===== src/rtl/fetch_stage.sv =====
// fetch_stage: PC sequencer with stall hold, pending redirect and branch squash; define DELAY_SLOT_EN to issue the delay-slot instruction as valid
module fetch_stage #(
  parameter logic [31:0] RESET_PC = 32'h0000_0000
) (
  input  logic        clk,
  input  logic        rst_n,
  input  logic        Stall,
  input  logic        Redirect,
  input  logic [31:0] RedirectPC,
  output logic [31:0] IMemAddr,
  output logic        IMemEn,
  input  logic [31:0] IMemDout,
  output logic [31:0] Instruction,
  output logic [31:0] InstrPC,
  output logic [31:0] PCPlus4,
  output logic        InstrValid
);
`ifdef DELAY_SLOT_EN
  localparam logic DELAY_SLOT = 1'b1;
`else
  localparam logic DELAY_SLOT = 1'b0;
`endif
  typedef enum logic [1:0] {BOOT, RUN, HOLD} state_t;
  state_t      state_q, state_d;
  logic [31:0] f_pc_q, f_pc_d, instr_pc_q, instr_pc_d, pend_pc_q, pend_pc_d, redir_pc;
  logic        instr_valid_q, instr_valid_d, pend_q, pend_d;
  assign redir_pc    = RedirectPC & ~32'h3;
  assign IMemAddr    = f_pc_q;
  assign IMemEn      = rst_n & ~Stall;
  assign Instruction = IMemDout;
  assign InstrPC     = instr_pc_q;
  assign PCPlus4     = instr_pc_q + 32'd4;
  assign InstrValid  = instr_valid_q;
  // Next state: stalled edges only record redirects; unstalled edges advance and squash the fall-through slot
  always_comb begin
    state_d       = state_q;
    f_pc_d        = f_pc_q;
    instr_pc_d    = instr_pc_q;
    instr_valid_d = instr_valid_q;
    pend_d        = pend_q;
    pend_pc_d     = pend_pc_q;
    if (Stall) begin
      state_d   = (state_q == BOOT) ? BOOT : HOLD;
      pend_d    = pend_q | Redirect;
      pend_pc_d = Redirect ? redir_pc : pend_pc_q;
    end else begin
      state_d       = RUN;
      instr_pc_d    = f_pc_q;
      f_pc_d        = Redirect ? redir_pc : pend_q ? pend_pc_q : f_pc_q + 32'd4;
      pend_d        = 1'b0;
      instr_valid_d = DELAY_SLOT | ~(Redirect | pend_q);
    end
  end
  // State registers, cleared asynchronously
  always_ff @(posedge clk or negedge rst_n) begin
    if (!rst_n) begin
      state_q       <= BOOT;
      f_pc_q        <= RESET_PC;
      instr_pc_q    <= RESET_PC;
      instr_valid_q <= 1'b0;
      pend_q        <= 1'b0;
      pend_pc_q     <= 32'h0;
    end else begin
      state_q       <= state_d;
      f_pc_q        <= f_pc_d;
      instr_pc_q    <= instr_pc_d;
      instr_valid_q <= instr_valid_d;
      pend_q        <= pend_d;
      pend_pc_q     <= pend_pc_d;
    end
  end
endmodule


===== config.mk =====
export PLATFORM = sky130hd
export DESIGN_NAME = fetch_stage
export DESIGN_NICKNAME = d
export VERILOG_FILES = /design/src/rtl/fetch_stage.sv
export SDC_FILE = /design/constraint.sdc
export NUM_CORES = 1
export LEC_CHECK = 0
export CAP_MARGIN = 20
export CORE_ASPECT_RATIO = 1.75
export CORE_MARGIN = 2
export CORE_UTILIZATION = 28
export DETAILED_ROUTE_END_ITERATION = 7
export GPL_ROUTABILITY_DRIVEN = 1
export PLACE_DENSITY_LB_ADDON = 0.15
export SLEW_MARGIN = 0
export SYNTH_ARGS = -nofsm -noshare
export SYNTH_HDL_FRONTEND = slang
export SYNTH_SLANG_ARGS = --single-unit

===== constraint.sdc =====
create_clock -name clk -period 2.25 [get_ports clk]
set_input_delay 0.225 -clock clk [delete_from_list [all_inputs] [get_ports clk]]
set_output_delay 0.225 -clock clk [all_outputs]
set_load 0.005 [all_outputs]

Yosys cells after proc, flatten, opt, wreduce, memory -nomap -nowiden --
Index checks and enable logic that the tools add are counted.
Cells by class: muxes and demuxes 3, $add $sub $neg 2, bitwise gates (word level) 4, reduce and logical (&&, ||, !) cells 1
Operator list (count):
- adder 32 x 3 -> 32 bit (second input constant) | 2
- 2-to-1 mux 32 bit | 2
- inverter 1 bit | 2
- AND reduction 2 bit | 1
- bitwise AND 1 bit | 1
- 2-to-1 mux 1 bit | 1
- OR 1 bit | 1
Word-level totals: register bits 96, logic and storage cells 15, output and inout bits 130

Depth between registers and ports, before layout --
depth after elaboration 3, mapped depth 7, depth with buffers taken out 6

Worst setup path before layout --
Ideal clock, no wire load.
kind register to register, from register f_pc_q[2], in the netlist IMemAddr[2], to register f_pc_q[28], in the netlist IMemAddr[28], data arrival time 1.855 ns, setup time 0.125 ns, clock period less this slack 1.980 ns, required time 2.125 ns, slack 0.270 ns, stages on the path, launching flop included 7, cells stage by stage dfrtp_1 > ha_1 > nand3_1 > nor3_1 > nand3_1 > nor2_1 > mux2_2
Between the ends: longest elaborated chain between the ends 3
RTL lines:
- from (decl) | RTL line 25 | logic [31:0] f_pc_q, f_pc_d, instr_pc_q, instr_pc_d, pend_pc_q, pend_pc_d, redir_pc;
- from (signal assigned) | RTL line 65 | f_pc_q <= f_pc_d;
- adder 32 x 3 -> 32 bit | RTL line 49 | f_pc_d = Redirect ? redir_pc : pend_q ? pend_pc_q : f_pc_q + 32'd4;
- 2-to-1 mux 32 bit (2 in a row) | RTL line 49
No other way between the ends. A chain may end at the register's enable or synchronous reset.

Worst setup path in the final report --
from register instr_pc_q[7], in the netlist InstrPC[7], to output PCPlus4[29]
Between the ends: longest elaborated chain between the ends 1
RTL lines:
- from (decl) | RTL line 25
- from (signal assigned) | RTL line 66 | instr_pc_q <= instr_pc_d;
- adder 32 x 3 -> 32 bit | RTL line 32 | assign PCPlus4 = instr_pc_q + 32'd4;
- to (decl) | RTL line 15 | output logic [31:0] PCPlus4,
No other way between the ends.

==> impl_results.md <==
- Seq cells post-synth: 92
- Setup repair after global routing missed its margin: true
- Power density cells: ~700 nW/um2
- Port Buffers: 125
- Vias per inst: between 4 and 5
- Fillers: 1911
- GPL Wtd Cong: approximately 0.76
- Final worst setup slack: -0.0353 ns
- Longest Clk Path Bufs: 2
- Clock Latency Late Sink: ~0.34 ns
- Initial core utilization: 0.283
- DRT iter0 DRCs: between 150 and 200
- Largest area contributor in the netlist: dfrtp_1
- Most frequent cell after synthesis: dfrtp_1
- Crit Path Class: flop to output pin
- WL final: around 16000 um
- Dpl hpwl: 12700 um
- Max Cap Viol: 0
- Worst slew margin: 0.560
- CP cell instances: nand4_1, nor4_4, buf_4, buf_6, and3_4, buf_6, nand3_4, xnor2_2, buf_2
- Worst min path class: input pin to asynchronous set/reset pin
- Reg clk slew, reported paths: approximately 0.06 ns
- Clk_skew: about 0.008 ns
- Worst-Margin Slew: 0.660 ns
- Final period utilization: 1.02
- Final Max Tran Viols: 0
- Syn. warnings: 0
- DRT antenna net count: 0
- Vias: between 4000 and 5000
- Initial antenna violation count: 0
- Top post-synthesis cells by count: 92 x dfrtp_1, 59 x nand2_1, 55 x mux2_2
- Maximum vdd drop: 317 uV
- Failing checks: negative hold slack, negative setup slack
- Area share of the largest cell type after synthesis: 0.428
- CP required: 2.03 ns
- H-Tree Depth: 3
- Die X: around 110 um
- Cell variety after synth: between 50 and 60
- CORE AREA: approximately 19000 um2
- Drt pass-1 iters: 4
- Area Growth Syn to Fin: 37.3%
- Max FO, Critical Path: 3
- Worst Setup Start Kind: flop
- Mapped Area: 5380 um2
- Synth area leaders: dfrtp_1 43%, mux2_2 12%, buf_4 5.3%, nand2_1 4.1%, o21ai_0 4.0%
- Syn_area_per_cell: around 9.5 um2
- Total GRT Usage: 0.163
- Setup TNS: -0.0610 ns
- First-pass GRT wire length: around 26000 um
- Endpoints failing setup: 2
- CTS tree: done
- # IOs: slightly below 200
- Final Hold Fails: 6
- EDFF count, synth: 0
- Fin crit period: between 2 and 2.5 ns
- DIE AREA: about 20000 um2
- Die Height: approximately 190 um
- Slowest-stage cell, CP: dfrtp_1
- CTS Buf Count: 9
- Max frequency: 438 MHz
- Delay-heaviest family, CP: simple AND/OR/NAND/NOR gates
- Largest net degree at the start of global routing: 52
- Worst path arrival time: roughly 2 ns
- Wire per inst: roughly 17 um
- Inst Count DP: between 900 and 1000
- Antenna cells: 0
- CP most frequent cell: buf_6
- Num rows: between 60 and 70
- Status: complete, but fails checks
- Layout Nets: 780
- Worst Path Buf+Inv: 4
- Primary FF master, synth: dfrtp_1
- P_leak: ~3.2 nW
- Crit path largest cell delay: 0.35 ns
- Fin Hold WS: -0.00210 ns
- CTS Sinks: 92
- Vias in the first global route: ~4700
- Root Buffer: clkbuf_16
- Post-synth ARST share: 1.00
- Grt ovf: 0
- Post-Syn Instances: between 500 and 600
- Residual DRC: 0
- Layout Cells excl Fill: 955
- Share of post-route cells with drive strength above 1: 0.254
- Setup crit end kind: output pin
- Post-synthesis sequential area ratio: 0.428
-- worst register-to-register path: cells and delay by family (launching register included) --
kind	cells	cell delay, ns
flops	1	0.35
simple gates	4	1.02
mux	1	0.35
fa+ha+maj	1	0.19
-- path summary, 6_finish.rpt --
| check | startpoint | to | slack (ns) | cells after the start |
|---|---|---|---|---|
| worst max-delay path | InstrPC[7] | PCPlus4[29] | -0.04 | 9 |
| worst min-delay path | rst_n | IMemAddr[29] | -0.002 | 2 |
| worst max register to register | IMemAddr[2] | IMemAddr[30] | 0.23 | 6 |
| worst min register to register | pend_pc_q[18] | pend_pc_q[18] | 0.51 | 1 |
| max in group asynchronous | rst_n | InstrPC[5] | 1.70 | 2 |
| min in group clk | Stall | InstrPC[23] | 0.38 | 3 |
-- cell families after synthesis --
| family | synth area share |
|---|---|
| simple gates | 0.163 |
| fa+ha+maj | 0.00465 |
| flops | 0.428 |
| buf+inv | 0.0828 |
| other cells | 0.000697 |
| compound gates | 0.137 |
| xor+xnor | 0.0618 |
| mux | 0.123 |
-- through the flow --
step	setup slack, ns	area (um2)	utilization	total power, mW	hold slack, ns
3_5_place_dp	-0.197	6990	0.367	3.92	0.394
3_3_place_gp	-0.192	6990	0.367	3.88	0.404
5_1_grt	-0.169	7390	0.388	5.47	0.0593
6_report	-0.0353	7390	0.388	5.16	-0.00210
2_1_floorplan	0.270	5400	-	2.88	-0.0706
4_1_cts	-0.150	7320	0.385	5.23	0.0294
-- layout by cell type, fill, tap and decap left out, types with 4 or more instances in the layout --
| master | Yosys | layout |
|---|---|---|
| dfrtp_1 | 92 | 91 |
| a21oi_1 | 21 | 21 |
| and3_1 | 7 | 4 |
| mux2i_1 | 4 | 4 |
| o21ai_0 | 43 | 43 |
| nand2_1 | 59 | 58 |
| buf_2 | 0 | 13 |
| nor2_1 | 42 | 39 |
| a22oi_1 | 12 | 12 |
| nor3_1 | 11 | 10 |
| buf_6 | 0 | 6 |
| dlygate4sd2_1 | 0 | 4 |
| nand4_1 | 12 | 12 |
| mux2_2 | 55 | 55 |
| buf_4 | 38 | 66 |
| nand3_1 | 25 | 21 |
| o211ai_1 | 6 | 6 |
| a31oi_1 | 8 | 8 |
| clkdlybuf4s50_1 | 0 | 99 |
| conb_1 | 1 | 6 |
| clkbuf_16 | 0 | 9 |
| xnor2_1 | 23 | 21 |
| xor2_1 | 15 | 15 |
| inv_1 | 11 | 11 |
| dlymetal6s2s_1 | 0 | 4 |
-- where the power goes --
group	switching, mW	internal (mW)	total (mW)
Combinational	0.698	0.959	1.66
Clock	0.593	0.738	1.33
Sequential	0.256	1.92	2.17
-- timing repair --
action / CTS / global route
setup buffers: 11 / 4
hold buffers: 0 / 0
hold endpoints to repair: 0 / 0
resized for setup: 77 / 23
setup endpoints to repair: 25 / 21
pin swaps: 17 / 17
-- cell type report --
type	count	area, um2	share of cell area
well taps	241	302	0.0408
clock inverters	3	15.0	0.00203
multi-input cells	399	2750	0.372
clock buffers	12	236	0.0320
inverters	12	45.0	0.00609
flip-flops and latches	92	2300	0.312
repair buffers	196	1740	0.235
-- routing by layer --
layer  wire length [um]  part of all wire  up-vias  global-route usage
met4                543             0.033        0              0.0730
met1               6550              0.40     2294               0.198
met5                  0                 0        -                   0
met2               8610              0.53      116               0.284
met3                657             0.040       41              0.0202
li1                   -                 -     2263                   -
-- registers in the layout, summed over array words and instances (netlist names) --
| register | cells |
|---|---|
| pend_pc_q | 30 |
| IMemAddr | 30 |
| InstrPC | 30 |
| pend_q | 1 |
| InstrValid | 1 |
No activity file was read; power rests on OpenSTA's default activity.
